File: src/rtl/bloom_row_writer.sv
// bloom_row_writer
//   Insertion side of the time-decaying bucketed Bloom table. Owns the
//   bucket/loop timebase and turns each insert request into a
//   read-modify-write of one row.
//   - The stored bloom field is aged to the request's snapshot stamp.
//   - The requested bit is set in the newest bucket.
//   - The row is written back stamped with the snapshot bucket/loop.
//
//   Row layout:
//     [DATA_WIDTH-1:BLOOM_INIT_POS]              bloom field (bucket 0 at LSB, newest at MSB)
//     [BLOOM_INIT_POS-1:BLOOM_INIT_POS-BITS_SHIFT] bucket stamp
//     [LOOP_W-1:0]                               loop stamp
//
//   Handshakes:
//     req_valid/req_ready
//       A request transfers on a rising clk edge where both are high.
//       req_ready is high only while idle.
//     mem_rd_req/mem_rd_ack and mem_wr_req/mem_wr_ack
//       The request and its address/data stay stable until the edge
//       that samples the ack high. The transfer happens on that edge.
//
//   Ports:
//     clk, reset_n                      clock, async active-low reset
//     req_valid/req_ready/req_addr/req_bit   insert request
//     mem_rd_req/mem_rd_addr/mem_rd_ack/mem_rd_data   row read port
//     mem_wr_req/mem_wr_addr/mem_wr_data/mem_wr_ack   row write port
//     done                              pulse in the cycle the write is acked
//     err_stamp                         pulse when the stored stamp is invalid/future
//     cur_bucket, cur_loop              current timebase

module bloom_row_writer #(
  parameter int DATA_WIDTH     = 72,
  parameter int NUM_BUCKETS    = 14,
  parameter int BUCKET_SZ      = 4,
  parameter int BLOOM_INIT_POS = 16,
  parameter int BITS_SHIFT     = $clog2(NUM_BUCKETS),
  parameter int LOOP_W         = BLOOM_INIT_POS - BITS_SHIFT,
  parameter int ADDR_W         = 10,
  parameter int TICK_CYCLES    = 1024
) (
  input  logic                         clk,
  input  logic                         reset_n,
  input  logic                         req_valid,
  output logic                         req_ready,
  input  logic [ADDR_W-1:0]            req_addr,
  input  logic [$clog2(BUCKET_SZ)-1:0] req_bit,
  output logic                         mem_rd_req,
  output logic [ADDR_W-1:0]            mem_rd_addr,
  input  logic                         mem_rd_ack,
  input  logic [DATA_WIDTH-1:0]        mem_rd_data,
  output logic                         mem_wr_req,
  output logic [ADDR_W-1:0]            mem_wr_addr,
  output logic [DATA_WIDTH-1:0]        mem_wr_data,
  input  logic                         mem_wr_ack,
  output logic                         done,
  output logic                         err_stamp,
  output logic [BITS_SHIFT-1:0]        cur_bucket,
  output logic [LOOP_W-1:0]            cur_loop
);

  localparam int BLOOM_W    = DATA_WIDTH - BLOOM_INIT_POS;
  localparam int BIT_W      = $clog2(BUCKET_SZ);
  localparam int TICK_W     = $clog2(TICK_CYCLES);
  localparam int NEWEST_LSB = (NUM_BUCKETS - 1) * BUCKET_SZ;
  localparam int SHIFT_W    = BITS_SHIFT + 1 + BIT_W;

  localparam logic [TICK_W-1:0]     TICK_LAST   = TICK_W'(TICK_CYCLES - 1);
  localparam logic [BITS_SHIFT-1:0] BUCKET_LAST = BITS_SHIFT'(NUM_BUCKETS - 1);
  localparam logic [BITS_SHIFT:0]   NB_E        = (BITS_SHIFT + 1)'(NUM_BUCKETS);

  typedef enum logic [1:0] {S_IDLE, S_RD, S_MERGE, S_WR} state_t;

  state_t state_q, state_d;

  logic [TICK_W-1:0]     tick_cnt;
  logic [ADDR_W-1:0]     addr_q;
  logic [BIT_W-1:0]      bit_q;
  logic [BITS_SHIFT-1:0] snap_bucket;
  logic [LOOP_W-1:0]     snap_loop;
  logic [DATA_WIDTH-1:0] rd_row;
  logic [DATA_WIDTH-1:0] wr_row;

  logic [BITS_SHIFT-1:0] row_bucket;
  logic [LOOP_W-1:0]     row_loop;
  logic [BLOOM_W-1:0]    row_bloom;
  logic [LOOP_W-1:0]     dloop;
  logic [BITS_SHIFT:0]   elapsed;
  logic                  clear_bloom;
  logic                  stamp_bad;
  logic [SHIFT_W-1:0]    shift_amt;
  logic [BLOOM_W-1:0]    aged_bloom;
  logic [BLOOM_W-1:0]    set_mask;
  logic [DATA_WIDTH-1:0] merged_row;

  // Timebase: free-running, independent of the request FSM.
  always_ff @(posedge clk or negedge reset_n) begin
    if (!reset_n) begin
      tick_cnt   <= '0;
      cur_bucket <= '0;
      cur_loop   <= '0;
    end else if (tick_cnt == TICK_LAST) begin
      tick_cnt <= '0;
      if (cur_bucket == BUCKET_LAST) begin
        cur_bucket <= '0;
        cur_loop   <= cur_loop + LOOP_W'(1);
      end else begin
        cur_bucket <= cur_bucket + BITS_SHIFT'(1);
      end
    end else begin
      tick_cnt <= tick_cnt + TICK_W'(1);
    end
  end

  always_ff @(posedge clk or negedge reset_n) begin
    if (!reset_n) begin
      state_q <= S_IDLE;
    end else begin
      state_q <= state_d;
    end
  end

  always_comb begin
    state_d    = state_q;
    req_ready  = 1'b0;
    mem_rd_req = 1'b0;
    mem_wr_req = 1'b0;
    done       = 1'b0;
    case (state_q)
      S_IDLE: begin
        req_ready = 1'b1;
        if (req_valid) state_d = S_RD;
      end
      S_RD: begin
        mem_rd_req = 1'b1;
        if (mem_rd_ack) state_d = S_MERGE;
      end
      S_MERGE: state_d = S_WR;
      S_WR: begin
        mem_wr_req = 1'b1;
        if (mem_wr_ack) begin
          done    = 1'b1;
          state_d = S_IDLE;
        end
      end
      default: state_d = S_IDLE;
    endcase
  end

  // The stamp snapshot is taken at accept so the whole transaction ages and
  // stamps against one consistent time even if the timebase moves on.
  always_ff @(posedge clk or negedge reset_n) begin
    if (!reset_n) begin
      addr_q      <= '0;
      bit_q       <= '0;
      snap_bucket <= '0;
      snap_loop   <= '0;
      rd_row      <= '0;
      wr_row      <= '0;
    end else begin
      if (state_q == S_IDLE && req_valid) begin
        addr_q      <= req_addr;
        bit_q       <= req_bit;
        snap_bucket <= cur_bucket;
        snap_loop   <= cur_loop;
      end
      if (state_q == S_RD && mem_rd_ack) rd_row <= mem_rd_data;
      if (state_q == S_MERGE) wr_row <= merged_row;
    end
  end

  // Aging: figure out how many buckets have elapsed since the row was last
  // stamped and slide the bloom field down by that many buckets.
  always_comb begin
    row_bucket  = rd_row[BLOOM_INIT_POS-1 -: BITS_SHIFT];
    row_loop    = rd_row[LOOP_W-1:0];
    row_bloom   = rd_row[DATA_WIDTH-1:BLOOM_INIT_POS];
    dloop       = snap_loop - row_loop;
    elapsed     = '0;
    clear_bloom = 1'b0;
    stamp_bad   = 1'b0;

    if ({1'b0, row_bucket} >= NB_E) begin
      clear_bloom = 1'b1;
      stamp_bad   = 1'b1;
    end else if (dloop == '0) begin
      if (row_bucket <= snap_bucket) begin
        elapsed = {1'b0, snap_bucket - row_bucket};
      end else begin
        // Row stamped in the future: keep the data as-is and flag it.
        stamp_bad = 1'b1;
      end
    end else if (dloop == LOOP_W'(1)) begin
      elapsed = NB_E - {1'b0, row_bucket} + {1'b0, snap_bucket};
    end else begin
      clear_bloom = 1'b1;
    end

    if (elapsed >= NB_E) clear_bloom = 1'b1;

    shift_amt  = SHIFT_W'(elapsed) * SHIFT_W'(BUCKET_SZ);
    aged_bloom = clear_bloom ? '0 : (row_bloom >> shift_amt);
    set_mask   = BLOOM_W'(1) << (NEWEST_LSB + 32'(bit_q));
    merged_row = {aged_bloom | set_mask, snap_bucket, snap_loop};
  end

  assign err_stamp   = (state_q == S_MERGE) && stamp_bad;
  assign mem_rd_addr = addr_q;
  assign mem_wr_addr = addr_q;
  assign mem_wr_data = wr_row;

endmodule

File: config.mk
export PLATFORM = sky130hd
export DESIGN_NAME = bloom_row_writer
export DESIGN_NICKNAME = d
export VERILOG_FILES = /design/src/rtl/bloom_row_writer.sv
export SDC_FILE = /design/constraint.sdc
export NUM_CORES = 1
export LEC_CHECK = 0
export ABC_AREA = 1
export BUFFER_PORTS_ARGS = -buffer_cell sky130_fd_sc_hd__buf_2
export CAP_MARGIN = 20
export CELL_PAD_IN_SITES_DETAIL_PLACEMENT = 1
export CELL_PAD_IN_SITES_GLOBAL_PLACEMENT = 2
export CORE_UTILIZATION = 30
export CTS_BUF_LIST = sky130_fd_sc_hd__clkbuf_8
export DETAILED_ROUTE_END_ITERATION = 10
export PLACE_DENSITY = 0.75
export SYNTH_ARGS = -nofsm -noshare
export SYNTH_HDL_FRONTEND = slang
export SYNTH_SLANG_ARGS = --single-unit
File: constraint.sdc
create_clock -name clk -period 3.4 [get_ports clk]
set_input_delay 0.34 -clock clk [delete_from_list [all_inputs] [get_ports clk]]
set_output_delay 0.34 -clock clk [all_outputs]
set_load 0.01 [all_outputs]
; Yosys cells after proc, flatten, opt, wreduce, memory -nomap -nowiden
; Cells that the tools add are included.
[totals]
ff_bits = 200
output_inout_bits = 113
elab_cells = 63
[classes]
add_sub_neg = 8
magnitude_cmp = 3
n_eq_ne = 9
shifts = 2
muxes = 23
n_bitwise = 1
n_reduce_logical = 7
[op_table]
columns = operator, count
row1 = $mux W56, 1
row2 = $or A56 B56 Y56, 1
row3 = $shl A1 B7 Y56 const A, 1
row4 = $shr A56 B7 Y56, 1
row5 = $mux W5, 3
row6 = $add A12 B1 Y12 const B, 1
row7 = $eq A12 B1 Y1 const B, 1
row8 = $logic_not A12 Y1, 1
row9 = $mux W1, 12
row10 = $sub A12 B12 Y12, 1
row11 = $add A10 B1 Y10 const B, 1
row12 = $eq A10 B10 Y1 const B, 1
row13 = $mux W10, 1
row14 = $mux W4, 2
row15 = $pmux W2 S4, 1
row16 = $add A6 B2 Y7 const A, 1
row17 = $mux W2, 3
row18 = $ne A2 B2 Y1 const B, 3
row19 = $add A5 B4 Y5, 1
row20 = $ge A5 B4 Y1 const B, 1
row21 = $sub A4 B4 Y5 const A, 1
row22 = $add A4 B1 Y4 const B, 1
row23 = $eq A2 B2 Y1 const B, 2
row24 = $eq A4 B4 Y1 const B, 1
row25 = other kinds (8), 10

; Longest topological paths before layout
; Gate-level depths: netlist (run 1).
[logic_depth]
depth_word = 9
mapped_depth = 24

; Least setup slack after synthesis (run 1)
; Ideal clock, no wire load.
[synth_path]
path_kind = flip-flop to flip-flop
start = reg rd_row[0]
end = reg wr_row[22], in the netlist mem_wr_data[22]
t_arrival_ns = 2.778
required_time_ns = 3.276
slack_ns = 0.497
stages_incl_launch_ff = 23
path_buffers = 2
period_less_slack_ns = 2.903
cell_sequence = dfrtp_1 -> ha_1 -> fa_1 -> inv_1 -> nand3_1 -> nand2_1 -> nand2_1 -> nand2_1 -> nand2_1 -> nand2_1 -> nand3_1 -> nor2_2 -> buf_4 -> nand2_1 -> nand2_1 -> nand3_1 -> nor2_1 -> nand2_2 -> nand3_4 -> nor2_4 -> buf_6 -> nand2_1 -> nand3_1
[synth_via]
elab_chain_len = 9
elab_cells_between_ends = 14
[synth_rtl]
columns = item, line
row1 = from (decl), 80  ; logic [DATA_WIDTH-1:0] rd_row;
row2 = from (signal assigned), 166  ; if (state_q == S_RD && mem_rd_ack) rd_row <= mem_rd_data;
row3 = $sub A12 B12 Y12 (*), 177  ; dloop = snap_loop - row_loop;
row4 = branches (longest 6 deep; another with $shr A56 B7 Y56), n/a
row5 = $mux W56 (*), 201  ; aged_bloom = clear_bloom ? '0 : (row_bloom >> shift_amt);
row6 = $or A56 B56 Y56 (*), 203  ; merged_row = {aged_bloom | set_mask, snap_bucket, snap_loop};
row7 = to (signal assigned), 167  ; if (state_q == S_MERGE) wr_row <= merged_row;
row8 = to (decl), 81  ; logic [DATA_WIDTH-1:0] wr_row;
; Every way passes the cells marked *.
; A chain may end at the register's enable or synchronous reset.

; Worst setup path after layout (run 1)
[layout_path]
start = reg rd_row[0]
end = reg wr_row[17], in the netlist mem_wr_data[17]
; Same word-level chain as after synthesis.

==> metrics.md, run 1 <==
| Metric | Value |
|---|---|
| Number of global-route vias before repair | `10.9k` |
| Initial antenna violation count | `1` |
| Sequential fraction of the synthesis area | `0.444` |
| Clk slew on worst S/H paths | `0.12 ns` |
| Sequential power share | `0.360` |
| Die area | `38400 um^2` |
| Grt ovf | `0` |
| Initial DRC Count | `664` |
| I/O Pins | `202` |
| Mapped cell area | `11300 um^2` |
| Required time worst endpoint | `3.79 ns` |
| Comb power frac | `0.470` |
| Die height | `196 um` |
| Synth Warn # | `0` |
| Hold Startpoint | `req_addr[1]` |
| PD cells | `639 nW/um^2` |
| Total clock buffers created by CTS | `17` |
| Final #Nets | `1849` |
| CTS tree | `done` |
| Max cap viols | `0` |
| Footprint of the multi-input gates | `5450 um^2` |
| Worst flop-to-flop path startpoint | `rd_row[0]` |
| Vias per inst | `4.79` |
| Met1 Usage GRT | `0.265` |
| Net switching power | `0.00394 W` |
| Synthesized Nets | `1653` |
| F_max | `0.310 GHz` |
| WHS Endpoint | `mem_rd_addr[1]` |
| Worst-path fanout max | `13` |
| Commonest non-fill, non-tap cells in the layout | `501 x nand2_1, 217 x nand3_1, 199 x buf_2, 195 x dfrtp_1, 160 x inv_1` |
| Row count | `70` |
| ANT cells | `0` |
| R2r worst-path depth | `22` |
| Final hold vios | `0` |
| P&R area growth vs syn | `21.6%` |
| Post-synth ARST share | `1.00` |
| CP max-delay cell | `fa_2` |
| Number of nets still failing antenna checks after routing | `0` |
| CP top delay family | `simple AND/OR/NAND/NOR gates` |
| WP data arrival | `3.61 ns` |
| Cells after Synth | `1534` |
| Clk sink count | `200` |
| Status | `finished clean` |
| # DRC | `0` |
| Critical Path Max Stage Delay | `0.54 ns` |
| Commonest non-fill, non-tap cell in the layout | `nand2_1` |
| Final instance area | `13700 um^2` |
| Sequential cell area | `5010 um^2` |
| Busiest grt layer | `met2` |
| Int Pwr | `0.00481 W` |
| Largest net degree at the start of global routing | `90` |
| Synth Area per Inst | `7.35 um^2` |
| Minimum clock period | `3.22 ns` |
| Yosys reg bits | `200` |
| Final setup fails | `0` |
| Fin crit share | `0.948` |
| Via Count | `10.6k` |
| Post-DP Area | `12900 um^2` |
| Core box area | `36800 um^2` |
| Crit path top cell by count | `nand2_1` |
| Leak | `7.45 nW` |
| All-Layer GR Usage | `0.213` |
| Port Buffers | `201` |
| Buf/Inv on CP | `6` |
| Share of cells above drive strength 1 | `0.212` |
| Worst Clk Skew | `0.0253 ns` |
| Clk pwr share | `0.170` |
| H-tree depth | `4` |
| GR met2 Demand/Resource | `0.371` |
| Fin util | `0.373` |
| Worst r2r dst | `mem_wr_data[17]` |
| Grt met3 use | `0.0425` |
| Rel. slew slack | `0.305` |
| CP Class | `reg -> reg` |
| Max Transition Viols Final | `0` |
| Worst skew pair latency | `0.52 ns` |
| Sw frac | `0.450` |
| EDFF count, synth | `0` |
| Worst Hold Depth | `2` |
| Clock root cell | `clkbuf_8` |
| WL per Instance | `18.6 um` |
| Drt pass-1 iters | `5` |
| Total length of routed wires | `41100 um` |
| Cell variety after synth | `36` |
| Fill cells | `4681` |
| First-pass GRT wire length | `62500 um` |
| Worst-case vdd ir drop | `0.000288 V` |
| Die X | `196 um` |
| CP Launch Type | `flip-flop` |
| Max Buffers Root-to-Sink | `2` |
| Critical path capture point type | `flip-flop` |
| Initial Util | `0.306` |
| Detailed placement HPWL | `30600 um` |
| Worst hold path type | `in -> reg` |
| Placer congestion estimate | `0.849` |
| Crit-path cells | `ha_4, fa_2, inv_1, nor2_1, nand2_1, inv_1, nand3_1, nor2_1, nand2_1, nor2_1, nand2_2, nor2_4, buf_12, buf_6, clkbuf_16, nand3_1, nand2_1, inv_1, nand3_1, nand2_1, nand2_1, nand3_1` |
| Worst-Margin Slew | `1.04 ns` |
| Ys flop type | `dfrtp_1` |
| R2r setup slk | `0.18 ns` |
==> metrics by stage <==
step / cells / power [W] / TNS, ns / setup slack (ns) / hold WS, ns
finish: 2211 / 0.00875 / 0 / 0.177 / 0.0470
global route: 2211 / 0.00944 / -0.197 / -0.0300 / 0.00373
global placement: 2160 / 0.00704 / 0 / 0.0378 / 0.457
detailed placement: 2160 / 0.00713 / -0.0274 / -0.0274 / 0.450
CTS: 2197 / 0.00870 / 0 / 0.0161 / 0.00654
floorplan: 1534 / 0.00572 / 0 / 0.497 / 0.0444
==> layer usage <==
metal  vias up  share of wire
met5         -        0.00032
met4         2          0.024
met3        47          0.043
met2       191           0.50
met1      5138           0.44
li1       5219              -
==> worst reg2reg max path, delay by kind of cell, from the launching register on <==
family	cells	cell delay, ns
AND/OR/NAND/NOR	14	1.37
flip-flops	1	0.42
buffers and inverters	6	0.59
adder cells (fa/ha/maj)	2	0.72
==> layout make-up <==
cell class                      instances  area share
Tap cell                              468      0.0427
Clock buffer                           17      0.0171
Clock inverter                         15     0.00849
Multi-Input combinational cell       1090       0.398
Sequential cell                       200       0.366
Inverter                              166      0.0456
Timing Repair Buffer                  255       0.123
==> power by group through the flow <==
stage / Clock, W / Sequential, W / Combinational, W
final: 0.00149 / 0.00315 / 0.00411
after global routing: 0.00162 / 0.00320 / 0.00461
after CTS: 0.00156 / 0.00315 / 0.00399
after detailed placement: 0 / 0.00320 / 0.00393
after global placement: 0 / 0.00318 / 0.00386
after floorplan: 0 / 0.00318 / 0.00254
==> flip-flops by register name, indices dropped and copies added, names as in the netlist <==
| name | count |
|---|---|
| bit_q | 2 |
| snap_bucket | 4 |
| rd_row | 72 |
| state_q | 2 |
| cur_loop | 12 |
| snap_loop | 12 |
| tick_cnt | 10 |
| mem_rd_addr | 10 |
| mem_wr_data | 72 |
| cur_bucket | 4 |
==> what timing repair did <==
action	CTS	global route
endpoints found under the hold margin	86	0
gates cloned	0	5
setup buffers	4	9
pin swaps	3	15
endpoints found under the setup margin	10	57
gates resized for setup	14	48
hold buffers	1	0
==> kinds of logic after synthesis <==
family / share of synthesized area
compound gates: 0.0577
xor+xnor: 0.0140
fa+ha+maj: 0.0353
buf+inv: 0.0902
flops: 0.444
mux: 0.0230
simple gates: 0.336
==> worst max path at each step <==
stage                       startpoint               to  slack, ns  cells past startpoint
after CTS                 snap_loop[0]        err_stamp       0.02                     16
final                        rd_row[0]  mem_wr_data[17]       0.18                     22
after floorplan              rd_row[0]  mem_wr_data[22]       0.50                     22
after global placement    snap_loop[2]  mem_wr_data[37]       0.04                     20
after detailed placement  snap_loop[2]  mem_wr_data[37]      -0.03                     20
after global routing      snap_loop[0]  mem_wr_data[17]      -0.03                     23
==> cell usage after synthesis (2+ instances only) <==
library cell    n  area (um^2)
or2_2           2         12.5
clkbuf_1       41          154
xnor2_1         3         26.3
dfrtp_1       200         5000
ha_1           27          338
mux2_2         23          259
buf_6           3         33.8
buf_2          18         90.1
nand2_2         5         31.3
inv_1         163          612
nor3_1         13         65.1
nand3_4         2         35.0
nand2_1       511         1920
a21oi_1        81          405
nor2_4          3         33.8
inv_2           3         11.3
o21ai_1         2         10.0
nand4_1         5         31.3
buf_4          15          113
nand3b_1        3         22.5
xor2_1         15          131
nand3_1       221         1110
nor2_1        121          454
fa_1            3         60.1
nor2_2          3         18.8
o21ai_0        38          190
(Power assumes the default switching activity.)
==> run 2, diff against run 1 <==
--- a/config.mk
+++ b/config.mk
@@ -10,10 +10,11 @@
 export CAP_MARGIN = 20
 export CELL_PAD_IN_SITES_DETAIL_PLACEMENT = 1
 export CELL_PAD_IN_SITES_GLOBAL_PLACEMENT = 2
-export CORE_UTILIZATION = 30
+export CORE_UTILIZATION = 33
 export CTS_BUF_LIST = sky130_fd_sc_hd__clkbuf_8
 export DETAILED_ROUTE_END_ITERATION = 10
-export PLACE_DENSITY = 0.75
+export PLACE_DENSITY = 0.82
+export SKIP_CTS_REPAIR_TIMING = 1
 export SYNTH_ARGS = -nofsm -noshare
 export SYNTH_HDL_FRONTEND = slang
 export SYNTH_SLANG_ARGS = --single-unit
==> run 2 against run 1 <==
  * Design area shrank 1.7%
  * Power shrank 1.6%
  * Critical path depth shrank 5
  * First-iteration DRC count shrank 15%
  * Fmax grew 0.44%
  * Cell count shrank 1.3%
  * Clock skew grew 0.0085 ns
  * Sequential share of layout area grew 0.63 points
  * Setup slack gained 0.014 ns
  * Sequential power is essentially flat
  * Register-to-register slack gained 0.04 ns
  * Core utilization grew 2.9 points
  * Critical endpoint is now err_stamp
  * Largest cell class unchanged
  * Largest power group unchanged
==> metrics.md, run 2 (synthesized netlist as in run 1, its figures left out) <==
| Metric | Value |
|---|---|
| Number of global-route vias before repair | `11.1k (was 10.9k)` |
| Initial Util | `0.336 (was 0.306)` |
| F_max | `0.312 GHz (was 0.310 GHz)` |
| Initial antenna violation count | `2 (was 1)` |
| Clk sink count | `200 (unchanged)` |
| Die X | `187 um (was 196 um)` |
| H-tree depth | `4 (unchanged)` |
| Detailed placement HPWL | `29200 um (was 30600 um)` |
| R2r setup slk | `0.22 ns (was 0.18 ns)` |
| Crit path launch | `snap_loop[6] (was rd_row[0])` |
| Placer congestion estimate | `0.898 (was 0.849)` |
| Critical path capture point type | `output pin (was flip-flop)` |
| Die area | `34900 um^2 (was 38400 um^2)` |
| Via Count | `10.6k (about the same)` |
| Max Transition Viols Final | `0 (unchanged)` |
| Non-Filler Instances | `2183 (was 2211)` |
| Worst skew pair latency | `0.50 ns (was 0.52 ns)` |
| # DRC | `0 (unchanged)` |
| Rel. slew slack | `0.421 (was 0.305)` |
| Total length of routed wires | `37900 um (was 41100 um)` |
| Largest net degree at the start of global routing | `78 (was 90)` |
| WL per Instance | `17.4 um (was 18.6 um)` |
| Row count | `67 (was 70)` |
| Die height | `187 um (was 196 um)` |
| R2r worst-path depth | `19 (was 22)` |
| Minimum clock period | `3.21 ns (was 3.22 ns)` |
| TNS Setup | `0 ns (unchanged)` |
| PD cells | `639 nW/um^2 (about the same)` |
| Hold Startpoint | `mem_rd_data[19] (was req_addr[1])` |
| Worst hold path type | `in -> reg (unchanged)` |
| Required time worst endpoint | `3.06 ns (was 3.79 ns)` |
| CP Launch Type | `flip-flop (unchanged)` |
| Worst Clk Skew | `0.0337 ns (was 0.0253 ns)` |
| CP Class | `reg -> out (was reg -> reg)` |
| Vias per inst | `4.86 (was 4.79)` |
| Grt ovf | `0 (unchanged)` |
| Port Buffers | `201 (unchanged)` |
| Worst-case vdd ir drop | `0.000256 V (was 0.000288 V)` |
| Final setup fails | `0 (unchanged)` |
| I/O Pins | `202 (unchanged)` |
| Final worst slack | `0.192 ns (was 0.177 ns)` |
| Worst-Margin Slew | `0.867 ns (was 1.04 ns)` |
| Share of cells above drive strength 1 | `0.198 (was 0.212)` |
| CTS tree | `done (unchanged)` |
| Clk slew on worst S/H paths | `0.11 ns (was 0.12 ns)` |
| CP endpoint | `err_stamp (was mem_wr_data[17])` |
| Final #Nets | `1840 (was 1849)` |
| P&R area growth vs syn | `19.5% (was 21.6%)` |
| First-pass GRT wire length | `60200 um (was 62500 um)` |
| Final hold vios | `0 (unchanged)` |
| Post-place setup slack | `0.0899 ns (was -0.0274 ns)` |
| Core box area | `33500 um^2 (was 36800 um^2)` |
| Fill cells | `4227 (was 4681)` |
| Leak | `7.36 nW (was 7.45 nW)` |
| Commonest non-fill, non-tap cells in the layout | `508 x nand2_1, 219 x nand3_1, 199 x buf_2, 196 x dfrtp_1, 162 x inv_1 (was 501 x nand2_1, 217 x nand3_1, 199 x buf_2, 195 x dfrtp_1, 160 x inv_1)` |
| Fin crit share | `0.944 (was 0.948)` |
| Number of nets still failing antenna checks after routing | `0 (unchanged)` |
| Status | `finished clean (unchanged)` |
| Dpl cells | `2140 (was 2160)` |
| Worst r2r dst | `mem_wr_data[21] (was mem_wr_data[17])` |
| Commonest non-fill, non-tap cell in the layout | `nand2_1 (unchanged)` |
| All-Layer GR Usage | `0.221 (was 0.213)` |
| Drt pass-1 iters | `5 (unchanged)` |
| Max cap viols | `0 (unchanged)` |
| Max Buffers Root-to-Sink | `2 (unchanged)` |
| Final hold slack | `0.0695 ns (was 0.0470 ns)` |
| Initial DRC Count | `564 (was 664)` |
| Worst flop-to-flop path startpoint | `snap_loop[3] (was rd_row[0])` |
| WP data arrival | `2.87 ns (was 3.61 ns)` |
| Clock root cell | `clkbuf_8 (unchanged)` |
| Total clock buffers created by CTS | `17 (unchanged)` |
| Worst-path fanout max | `6 (was 13)` |
[run 2: per-stage QoR]
stage	util	area [um^2]	total power [W]
after CTS	0.395	13200	0.00860
after global routing	0.402	13500	0.00930
final	0.402	13500	0.00861
after floorplan	-	11300	0.00572
after detailed placement	0.384	12900	0.00706
after global placement	0.384	12900	0.00695
[run 2: where the power goes]
part | internal (W) | switching (W) | leakage (nW)
clock network | 0.000564 | 0.000951 | 0.180
logic | 0.00132 | 0.00263 | 4.67
registers | 0.00290 | 0.000239 | 2.51
total | 0.00479 | 0.00382 | 7.36
[run 2: per-layer routing]
layer / vias up / track usage / share of wire
met1: 5176 / 0.265 / 0.42
li1: 5205 / - / -
met4: 2 / 0.0791 / 0.028
met3: 45 / 0.0405 / 0.037
met5: - / 0 / 0.00037
met2: 184 / 0.393 / 0.51
[run 2: how the worst min path moves through the flow]
| stage | slack, ns | to | cells after the start |
|---|---|---|---|
| after floorplan | 0.04 | bit_q[0] | 0 |
| after global placement | 0.35 | rd_row[43] | 1 |
| after detailed placement | 0.35 | rd_row[47] | 1 |
| after CTS | -0.21 | rd_row[37] | 1 |
| after global routing | 0.04 | mem_rd_addr[4] | 2 |
| final | 0.07 | rd_row[19] | 2 |
[run 2: worst max-delay path: stages, from the launching register on]
cell and delay (ns):
dfrtp_1 0.47, ha_4 0.35, nand2_2 0.09, inv_1 0.06
nand2_1 0.04, nand2_1 0.11, nand2_1 0.10, nand3_1 0.09
nand2_1 0.05, nand2_1 0.06, nand2_1 0.09, nor2_2 0.16
buf_6 0.14, nand3_4 0.09, nand2_4 0.10, inv_1 0.08
nor2_2 0.15, buf_6 0.14
[run 2: final cells by class]
type / instances / area (um^2) / area share
Antenna cell: 1 / 2.50 / 0.000186
Clock buffer: 19 / 262 / 0.0194
Clock inverter: 13 / 106 / 0.00790
Inverter: 166 / 623 / 0.0463
Multi-Input combinational cell: 1090 / 5380 / 0.399
Sequential cell: 200 / 5010 / 0.372
Tap cell: 448 / 561 / 0.0416
Timing Repair Buffer: 246 / 1530 / 0.114
